==> config.mk <==
export PLATFORM = sky130hd
export DESIGN_NAME = vec_seq_alu
export DESIGN_NICKNAME = d
export VERILOG_FILES = /design/src/rtl/vec_seq_alu_pkg.sv /design/src/rtl/vec_seq_alu_slice_alu.sv /design/src/rtl/vec_seq_alu.sv
export SDC_FILE = /design/constraint.sdc
export NUM_CORES = 1
export LEC_CHECK = 0
export ABC_CLOCK_PERIOD_IN_PS = 14100
export BUFFER_PORTS_ARGS = -buffer_cell sky130_fd_sc_hd__clkbuf_2
export CORE_AREA = 2 2 229 231
export DETAILED_ROUTE_END_ITERATION = 12
export DIE_AREA = 0 0 231 233
export GPL_ROUTABILITY_DRIVEN = 0
export MAX_ROUTING_LAYER = met4
export PLACE_DENSITY = 0.69
export RECOVER_POWER = 100
export SLEW_MARGIN = 20
export SYNTH_ARGS = -nofsm -noshare
export SYNTH_HDL_FRONTEND = slang
export SYNTH_SLANG_ARGS = --single-unit
==> constraint.sdc <==
create_clock -name clk -period 14.1 [get_ports clk]
set_clock_uncertainty 0.05 [all_clocks]
set_input_delay 0 -clock clk [delete_from_list [all_inputs] [get_ports clk]]
set_output_delay 0 -clock clk [all_outputs]
set_load 0.1 [all_outputs]
==> src/rtl/vec_seq_alu_pkg.sv <==
// rtl/vec_seq_alu_pkg.sv - op codes, element-size codes, FSM states and immediate broadcast helper
package vec_seq_alu_pkg;

  typedef enum logic [2:0] {
    VOP_ADD = 3'd0,
    VOP_SUB = 3'd1,
    VOP_AND = 3'd2,
    VOP_OR  = 3'd3,
    VOP_XOR = 3'd4,
    VOP_SLT = 3'd5
  } vop_e;

  localparam logic [1:0] ESIZE_B = 2'b00;
  localparam logic [1:0] ESIZE_H = 2'b01;
  localparam logic [1:0] ESIZE_W = 2'b10;

  typedef enum logic [1:0] {
    ST_IDLE = 2'd0,
    ST_BUSY = 2'd1,
    ST_DONE = 2'd2
  } state_e;

  // One 32-bit word of the broadcast immediate; byte mode truncates after sign extension.
  function automatic logic [31:0] imm_word(input logic [1:0] esize, input logic [9:0] imm);
    logic [31:0] w;
    case (esize)
      ESIZE_B: w = {4{imm[7:0]}};
      ESIZE_H: w = {2{{6{imm[9]}}, imm}};
      default: w = {{22{imm[9]}}, imm};
    endcase
    return w;
  endfunction

endpackage

==> src/rtl/vec_seq_alu_slice_alu.sv <==
// rtl/vec_seq_alu_slice_alu.sv - combinational DP_BITS slice ALU with per-element carry isolation
module vec_slice_alu
  import vec_seq_alu_pkg::*;
#(
  parameter int DP_BITS = 32
) (
  input  logic [2:0]         op,
  input  logic [1:0]         esize,
  input  logic               sat,
  input  logic [DP_BITS-1:0] a,
  input  logic [DP_BITS-1:0] b,
  output logic [DP_BITS-1:0] res,
  output logic               ovf
);

  localparam int WORDS = DP_BITS / 32;

  // Returns {overflow, result}; operands are the low n bits of a/b, result is valid in its low n bits.
  function automatic logic [32:0] elem_op(input logic [2:0] eop, input logic esat,
                                          input logic [31:0] ea, input logic [31:0] eb,
                                          input int n);
    logic signed [31:0] ta, tb;
    logic signed [33:0] sa, sb, sum, smax, smin;
    logic [31:0] r;
    logic o;
    ta   = $signed(ea << (32 - n)) >>> (32 - n);
    tb   = $signed(eb << (32 - n)) >>> (32 - n);
    sa   = 34'(ta);
    sb   = 34'(tb);
    smax = (34'sd1 <<< (n - 1)) - 34'sd1;
    smin = -(34'sd1 <<< (n - 1));
    sum  = '0;
    r    = '0;
    o    = 1'b0;
    case (eop)
      VOP_ADD, VOP_SUB: begin
        sum = (eop == VOP_ADD) ? sa + sb : sa - sb;
        o   = (sum > smax) || (sum < smin);
        if (esat && o) sum = (sum > smax) ? smax : smin;
        r   = sum[31:0];
      end
      VOP_SLT: r = {31'd0, sa < sb};
      default: r = '0;
    endcase
    return {o, r};
  endfunction

  logic [31:0] aw, bw, word;
  logic [32:0] t;

  always_comb begin
    res  = '0;
    ovf  = 1'b0;
    aw   = '0;
    bw   = '0;
    word = '0;
    t    = '0;
    for (int w = 0; w < WORDS; w++) begin
      aw   = a[32*w +: 32];
      bw   = b[32*w +: 32];
      word = '0;
      case (op)
        VOP_AND: word = aw & bw;
        VOP_OR:  word = aw | bw;
        VOP_XOR: word = aw ^ bw;
        default: begin
          case (esize)
            ESIZE_B: begin
              for (int e = 0; e < 4; e++) begin
                t = elem_op(op, sat, aw >> (8 * e), bw >> (8 * e), 8);
                word[8*e +: 8] = t[7:0];
                ovf = ovf | t[32];
              end
            end
            ESIZE_H: begin
              for (int e = 0; e < 2; e++) begin
                t = elem_op(op, sat, aw >> (16 * e), bw >> (16 * e), 16);
                word[16*e +: 16] = t[15:0];
                ovf = ovf | t[32];
              end
            end
            default: begin
              t = elem_op(op, sat, aw, bw, 32);
              word = t[31:0];
              ovf = ovf | t[32];
            end
          endcase
        end
      endcase
      res[32*w +: 32] = word;
    end
  end

endmodule

==> src/rtl/vec_seq_alu.sv <==
// rtl/vec_seq_alu.sv - multi-beat SIMD vector ALU: FSM, beat counter, operand/result registers
module vec_seq_alu
  import vec_seq_alu_pkg::*;
#(
  parameter int VLEN_BITS = 128,
  parameter int DP_BITS   = 32
) (
  input  logic                 clk,
  input  logic                 reset,
  input  logic                 in_valid,
  output logic                 in_ready,
  input  logic [2:0]           op,
  input  logic [1:0]           esize,
  input  logic                 sat,
  input  logic                 use_imm,
  input  logic [9:0]           imm,
  input  logic [VLEN_BITS-1:0] src_a,
  input  logic [VLEN_BITS-1:0] src_b,
  output logic                 out_valid,
  input  logic                 out_ready,
  output logic [VLEN_BITS-1:0] result,
  output logic                 ovf,
  output logic                 busy
);

  localparam int BEATS = VLEN_BITS / DP_BITS;
  localparam int BW    = (BEATS > 1) ? $clog2(BEATS) : 1;

  state_e               state;
  logic [BW-1:0]        beat;
  logic [VLEN_BITS-1:0] a_q, b_q, b_sel;
  logic [2:0]           op_q;
  logic [1:0]           esize_q;
  logic                 sat_q;
  logic [DP_BITS-1:0]   slice_res;
  logic                 slice_ovf;

  // Operand B is resolved at accept so the slice ALU never needs to know about the immediate.
  always_comb begin
    b_sel = use_imm ? {(VLEN_BITS/32){imm_word(esize, imm)}} : src_b;
  end

  vec_slice_alu #(.DP_BITS(DP_BITS)) u_slice (
    .op    (op_q),
    .esize (esize_q),
    .sat   (sat_q),
    .a     (a_q[beat*DP_BITS +: DP_BITS]),
    .b     (b_q[beat*DP_BITS +: DP_BITS]),
    .res   (slice_res),
    .ovf   (slice_ovf)
  );

  always_ff @(posedge clk or posedge reset) begin
    if (reset) begin
      state     <= ST_IDLE;
      beat      <= '0;
      in_ready  <= 1'b1;
      out_valid <= 1'b0;
      busy      <= 1'b0;
      result    <= '0;
      ovf       <= 1'b0;
      a_q       <= '0;
      b_q       <= '0;
      op_q      <= '0;
      esize_q   <= '0;
      sat_q     <= 1'b0;
    end else begin
      case (state)
        ST_IDLE: begin
          if (in_valid) begin
            state    <= ST_BUSY;
            beat     <= '0;
            in_ready <= 1'b0;
            busy     <= 1'b1;
            result   <= '0;
            ovf      <= 1'b0;
            a_q      <= src_a;
            b_q      <= b_sel;
            op_q     <= op;
            esize_q  <= esize;
            sat_q    <= sat;
          end
        end
        ST_BUSY: begin
          result[beat*DP_BITS +: DP_BITS] <= slice_res;
          ovf <= ovf | slice_ovf;
          if (beat == BW'(BEATS - 1)) begin
            state     <= ST_DONE;
            beat      <= '0;
            out_valid <= 1'b1;
          end else begin
            beat <= beat + 1'b1;
          end
        end
        ST_DONE: begin
          if (out_ready) begin
            state     <= ST_IDLE;
            out_valid <= 1'b0;
            busy      <= 1'b0;
            in_ready  <= 1'b1;
          end
        end
        default: state <= ST_IDLE;
      endcase
    end
  end

endmodule
==> results.txt, run 1 <==
- Final critical-path setup slack: 4550 ps
- Via-to-Cell Ratio: 6.31
* Number of remaining DRC errors: 0
* Setup TNS after final layout: 0 ps
* Top flip-flop cell by instance count after synthesis: dfrtp_1
- Portion of the post-synthesis area used by sequential elements: 0.392
- Maximum root-to-sink buffer count: 3
* CTS tree: yes
- Entering global routing, the biggest net connects 186 pins.
- Worst setup slack after placement: 7750 ps
- Insertion delay to the later sink of the worst-skew pair: 580 ps
- The run finished, with violations left.
* Non-filler cells in the finished layout: 4,287
- In this run the clock root is driven by a clkbuf_16.
* Reported max-cap violation count: 10
* Area added between synthesis and finish: 25.9%
- The number of global-route vias before repair came to 25,900.
* Upper clock frequency limit: 105 MHz
* Total setup buffers inserted after CTS: 0
* Layout cell share with drive strength beyond 1: 0.135
- Worst min path class: input port to flop
- Number of placement rows: 83
- Post-layout utilization of the core: 0.627
* FFs w/ async S/R, synth: 1.00
* Num ports: 409
- Counting flops and latches in the post-synthesis netlist gives 398.
- Netlist area before placement: 25,400 um2
- CP startpoint kind: flop
* Area inside the core boundary: 51,100 um2
* Number of synthesized flops with an enable pin: 0
- The clock drives 398 sinks.
- At the worst endpoint, the arrival time is 9960 ps.
- In this run the tightest slew margin relative to its limit is -2.75.
* Critical path type: flop to flop
- The number of failing hold endpoints at the final stage came to 0.
* Clk pin slew, worst setup/hold paths: 60 ps
- The final reports fail on capacitance limit, slew limit.
- H-tree lvl count: 2
* Gate count after technology mapping: 2,975
- The initial utilization of the core area, before any placement, comes to 0.498.
- Dividing the detail-routed wire length by the instance count gives 23.6 um.
- Final critical-path required period: 9550 ps
- Synth top cells by count: nand2_1 (652), dfrtp_1 (397), nor2_1 (282), a21oi_1 (227), o21ai_0 (186)
* Total wirelength of the detailed-routed design: 101 mm
* Count leader, synth: nand2_1
- The routed layout has 27,100 vias.
- Buffers on Ports: 408
* Number of cells upsized or downsized after cts: 0
- The initial antenna violation count was 5.
- First-pass GRT wire length: 153 mm
- STA classifies the critical path endpoint as a flop.
- The number of placed instances, taps included, is 3,902.
- Final net count: 3,956
- By area the synthesized netlist is led by dfrtp_1 (39%), nand2_1 (9.6%), mux4_2 (5.8%).
- Cts bufs inserted: 43
* Synth warnings: 0
- Detailed placement finished with a half-perimeter wire length of 69.7 mm.
- The floorplan step set the die height to 233 um.
- At the pin with the least slew margin, the transition time is 5590 ps.
- In the global route stage, overall resource usage came out at 0.378.
- Number of distinct library cell variants in the gate-level netlist after synthesis: 103
- The max-slew violation total from the final report is 722.
- Of the post-synthesis cell area, the dominant cell type holds 0.390.
- Top fanout value on the critical path: 39
- Starting DRC count in detailed routing: 3,608
* Net Count, Synth: 3,366
* TritonRoute pass-1 iters: 10
- Setup violations remaining at the end of the flow were counted as 0.
- # hold bufs at CTS: 297
- Die Footprint: 53,800 um2
- Remaining global-route overflow: 0
- The largest total area in the synthesized netlist belongs to dfrtp_1.
* Mean instance size in the synthesized netlist: 8.55 um2
* Die extent in x: 231 um
- Setup repair after global routing left no endpoint under its margin.
- Number of nets with antenna violations after detailed routing: 0
- Worst endpoint required time: 14,510 ps
- Final Cycle Share: 0.677
per-layer routing:
metal | share of wire | global-route usage
met1 | 0.38 | 0.487
met2 | 0.44 | 0.555
met3 | 0.13 | 0.108
met4 | 0.052 | 0.167
met5 | 0 | -
metrics by stage:
step	area (um2)	hold slack (ps)
floorplan	25400	55.4
global placement	27800	142
detailed placement	27800	146
CTS	32300	43.4
global route	32000	121
finish	32000	107
sequential cells by signal, indices dropped and copies added, names as in the netlist:
signal / cells
in_ready: 1
esize_q: 2
op_q: 3
state: 2
busy: 1
out_valid: 1
sat_q: 1
b_q: 128
beat: 2
ovf: 1
a_q: 128
result: 128
worst paths after layout:
| path | start | to | slack (ps) | cells past startpoint |
|---|---|---|---|---|
| min in group asynchronous | reset | result[55] | 1630 | 3 |
| max in group asynchronous | reset | result[26] | 6310 | 4 |
| max | beat[0] | result[16] | 4550 | 14 |
| min reg2reg | a_q[51] | a_q[51] | 420 | 2 |
| min | src_a[23] | a_q[23] | 110 | 4 |
| max reg2reg | beat[0] | result[16] | 4550 | 14 |
logic make-up after synthesis:
kind of cell	Yosys count	synth area share
buffers and inverters	308	0.0481
muxes	109	0.0749
AOI/OAI and AO/OA	820	0.211
adders and majority gates	114	0.0584
and+or+nand+nor	1168	0.196
DFF	398	0.392
xor gates and xnor gates	58	0.0203
critical path: stages, from the launching register on:
cell      delay, ps
dfrtp_1        1590
clkbuf_1       2490
mux4_2          820
inv_1           180
ha_1            490
nor4_1          730
nand2_1         110
a31oi_1         170
o311ai_0        200
a21oi_1         630
o21a_1          350
o21ai_0         110
a221oi_1        830
a31oi_1         330
o21ai_0         270
placed cells by master, fill, tap and decap left out, types with 15 or more instances in the layout:
cell	n
mux2i_1	43
o21ai_0	196
xnor2_1	39
clkbuf_16	43
clkbuf_2	275
a21oi_1	228
nand3_1	48
nor4_1	17
a31oi_1	18
o221ai_1	15
clkbuf_1	146
o31ai_1	29
a22o_1	37
a211oi_1	29
a21o_1	19
ha_1	106
buf_4	25
and2_1	15
o211ai_1	17
dfrtp_1	396
dlygate4sd3_1	297
nor3_1	28
nand4_1	32
nor2b_1	24
a22oi_1	57
o22ai_1	36
mux4_2	65
nand2_1	652
inv_1	110
nor2_1	282
xor2_1	18
layout make-up:
cell class | instances | area [um2]
fill | 4235 | 19100
multi-input combinational | 2269 | 14200
sequential | 398 | 9960
timing repair buffer | 739 | 5090
clock buffer | 59 | 1250
tap | 680 | 851
inverter | 114 | 429
clock inverter | 19 | 211
antenna | 9 | 22.5
Power of run 1 is left out: the tool's default activity adds up to more than one toggle a clock period on the data nets, which glitch-free logic cannot reach.
==> run 2: changes to the inputs <==
- ABC_AREA: unset -> 1
- ABC_CLOCK_PERIOD_IN_PS: 14100 -> 7700
- CORE_AREA: 2 2 229 231 -> 2 2 237 239
- DIE_AREA: 0 0 231 233 -> 0 0 239 241
- PLACE_DENSITY: 0.69 -> 0.72
- clock period: 14.1 -> 7.7 ns (I/O delays scaled with it)
==> run 2 against run 1 <==
Effect of this change:
- sequential share of layout area shrank 1.7 points
- clock-buffer cell count is 7 higher
- global-route usage barely moved
- via count is 13% higher
- wire length up 6.5%
- area after synthesis grew 7.5%
- the run still ends with capacitance limit, slew limit left
- highest routed layer unchanged
- register-to-register slack worse by 3200 ps
- cell area is 5.9% higher
- non-clock buffer count is 12 higher
- die area rose by 7.0%
==> results.txt, run 2 <==
* Run status: finished with violations
* Violations in the final reports: capacitance limit, slew limit
- The async set or reset register ratio after synthesis was 1.00 (unchanged).
* Endpoint kind of the worst setup timing path: flop
- Most frequent cell on the critical path: nand2_1
- Register-to-register path setup slack: 1310 ps (-3240 ps)
- The most common cell in the synthesized netlist is nand2_1.
- Number of failing hold endpoints at the final stage: 0 (unchanged)
- The endpoint arrival time on the critical path was 6820 ps (-3140 ps).
- Leading registers by flop count: a_q: 128 flops, b_q: 128 flops, result: 128 flops
* Upper clock frequency limit: 156 MHz (+49%)
- The number of primary I/O pins came to 409 (unchanged).
- The gate count of the mapped netlist came to 3,974 (+34%).
* Detailed-route via count: 30,500 (+13%)
- The width of the die is 239 um (+3.5%).
* Mean instance size in the synthesized netlist: 6.88 um2 (-20%)
- The largest total area in the synthesized netlist belongs to dfrtp_1.
- The depth of the worst register-to-register path was 25 (+11).
* Number of antenna violations at the first check in global routing: 1 (-4)
- The data required time at the worst endpoint was 8130 ps (-6380 ps).
* Layout cell share with drive strength beyond 1: 0.103 (-0.0314)
- Area share of the largest cell type after synthesis: 0.363 (-0.0272)
- Maximum root-to-sink buffer count: 3 (unchanged)
- Dominant delay contributor by cell family on the critical path: buffers and inverters
* Total wirelength of the detailed-routed design: 108 mm (+6.5%)
- Area inside the core boundary: 54,900 um2 (+7.4%)
- The count of max-cap constraint violations is 7 (-3).
- The final setup TNS was 0 ps (unchanged).
- The post-route non-filler standard cell count came to 5,290 (+23%).
* Commonest non-fill, non-tap cell in the layout: nand2_1
* Worst min path class: input port to flop
- The number of iterations in the first detailed-routing pass is 9 (-1).
* Initial Util: 0.498 (about the same)
- Final net count: 4,944 (+25%)
- The number of global-route vias before repair is 28,800 (+11%).
- The number of flops mapped to enable cells by yosys is 0 (unchanged).
- The stage delay of the slowest cell on the critical path is 810 ps (-1680 ps).
- The minimum clock period after layout came to 6390 ps (-3160 ps).
- The post-synthesis sequential area ratio was 0.364 (-0.0272).
* Setup repair after global routing missed its margin: false
- The total number of yosys warnings was 0 (unchanged).
- The period utilization was 0.830 (+0.153).
- Top flip-flop cell by instance count after synthesis: dfrtp_1
* Slew HR: -1.39 (+1.36)
* Number of distinct library cell variants in the gate-level netlist after synthesis: 52 (-50%)
- Buffers on Ports: 408 (unchanged)
* Final setup violation count: 0 (unchanged)
- The post-CTS setup repair buffer count came to 0 (unchanged).
- Detailed placement HPWL: 73.5 mm (+5.5%)
* Die Footprint: 57,600 um2 (+7.0%)
* Net Count, Synth: 4,365 (+30%)
- The remaining number of nets flagged by the antenna check after routing was 0 (unchanged).
* CTS tree: yes
- Sum of buffers and inverters on the critical path: 5 (+3)
* Starting DRC count in detailed routing: 3,867 (+7.2%)
- Number of cells upsized or downsized after cts: 0 (unchanged)
- STA classifies the critical path startpoint as a flop.
- Maximum number of pins on one net before global-route repair: 179 (-3.8%)
- The critical path depth in cells came to 25 (+11).
- H-tree lvl count: 2 (unchanged)
- The total congestion overflow after global routing is 0 (unchanged).
* Clock net sink count: 398 (unchanged)
- The slowest stage of the critical path is the inv_2 cell.
* Actual transition at the worst max-transition pin: 3580 ps (-2010 ps)
- The routed wirelength normalized by instance count is 20.4 um (-14%).
- The worst setup path is of the flop to flop kind.
* Clk pin slew, worst setup/hold paths: 70 ps (about the same)
- Worst setup path startpoint: beat[0]
- Clk root buf: clkbuf_16
- Top area cells in the synthesized netlist: dfrtp_1 (36%), nand2_1 (19%), inv_1 (6.3%)
* Netlist area before placement: 27,300 um2 (+7.5%)
- The critical path ends at result[55].
* FF-to-FF Start: beat[0]
* Top fanout value on the critical path: 58 (+49%)
* Insertion delay to the later sink of the worst-skew pair: 620 ps (+40 ps)
- Placed insts: 4,900 (+26%)
- Cts bufs inserted: 44 (+2.3%)
- Number of remaining DRC errors: 0 (unchanged)
* Area added between synthesis and finish: 24.0%
* Aggregate global-route resource usage: 0.378 (about the same)
* Flops & latches, synth: 398 (unchanged)
- The max-slew violation total from the final report came to 546 (-24%).
* Reg-to-reg endpoint: result[55]
- The top cell types in the final layout, fill and taps aside, are nand2_1 (1,411), inv_1 (453), dfrtp_1 (396), a21oi_1 (331), dlygate4sd3_1 (311).
- Sorting the synthesized cells by how often they occur yields nand2_1 (1,381), inv_1 (459), dfrtp_1 (397), a21oi_1 (332), nor2_1 (247).
* First-pass GRT wire length: 164 mm (+7.2%)
* Via-to-Cell Ratio: 5.76 (-8.8%)
- The site row count came to 86 (+3.6%).
- The chip height was 241 um (+3.4%).
[run 2: cell count changes in the layout (fill, tap and decap cells not counted), moves of 50 or more]
| cell | delta |
|---|---|
| a32oi_1 | +63 |
| a21oi_1 | +103 |
| o21ai_0 | +50 |
| inv_1 | +343 |
| nand3_1 | +56 |
| mux4_2 | -65 |
| nand2_1 | +759 |
[run 2: repair_timing]
item | in CTS | in global routing
hold endpoints to repair | 290 | 0
endpoints found under the setup margin | 0 | 0
hold buffers | 311 | 0
[run 2: kinds of logic after synthesis]
logic type | Yosys count | synth area share
AO/OA/AOI/OAI | 813 | 0.174
flip-flops | 398 | 0.364
multiplexers | 10 | 0.00366
adder cells (fa/ha/maj) | 114 | 0.0544
AND/OR/NAND/NOR | 1892 | 0.286
XOR/XNOR | 51 | 0.0163
buffers and inverters | 696 | 0.101
[run 2: worst min-delay path by stage]
stage               startpoint       end  slack (ps)  cells past startpoint
floorplan            out_ready  state[1]          60                      1
global placement         reset   a_q[20]          50                      2
detailed placement       reset   a_q[20]          60                      2
CTS                     imm[3]   b_q[19]           1                      5
global route            imm[2]   b_q[18]          50                      5
finish                  imm[6]  b_q[102]          50                      5
[run 2: worst register-to-register path: stages (launching register included)]
cell      delay [ps]
dfrtp_4          710
inv_2            830
buf_12           310
nand2_1           90
a32oi_1          300
inv_1            140
ha_1             630
nand2_1          250
nor2_1           330
a21oi_1          150
nand2_1          120
nand2_1           80
nand2_1           80
nand2_1           60
nand3_1          110
nand2_1          100
nand4_1           80
nand2_1           60
inv_1            520
clkbuf_1         510
nand2_1          130
nand2_1           90
nand2_1           60
nand2_1          110
nand4_2          100
o21ai_0          260
[run 2: final cells by class]
cell class,count,area (um2)
timing repair buffer,751,5230
clock buffer,66,1280
fill,4951,21000
antenna,1,2.50
clock inverter,12,143
sequential,398,9960
inverter,478,1810
tap,704,881
multi-input combinational,2880,14600
[run 2: per-layer routing]
layer | wire length (um) | vias up | GRT usage
met5 | 0 | - | -
met3 | 13100 | 387 | 0.0917
met2 | 47100 | 2015 | 0.565
li1 | - | 14000 | -
met4 | 5730 | 0 | 0.175
met1 | 41800 | 14100 | 0.485
[run 2: metrics by stage]
stage                     hold slack, ps  area (um2)   util  worst slack (ps)
final                               45.1       33900  0.618              1310
after global routing                49.7       33900  0.618               818
after CTS                           1.15       34200  0.623              1770
after detailed placement            56.9       29600  0.540              1840
after global placement              52.1       29600  0.540              1890
after floorplan                     57.2       27300      -              2290
Power of run 2 is left out for the same reason.
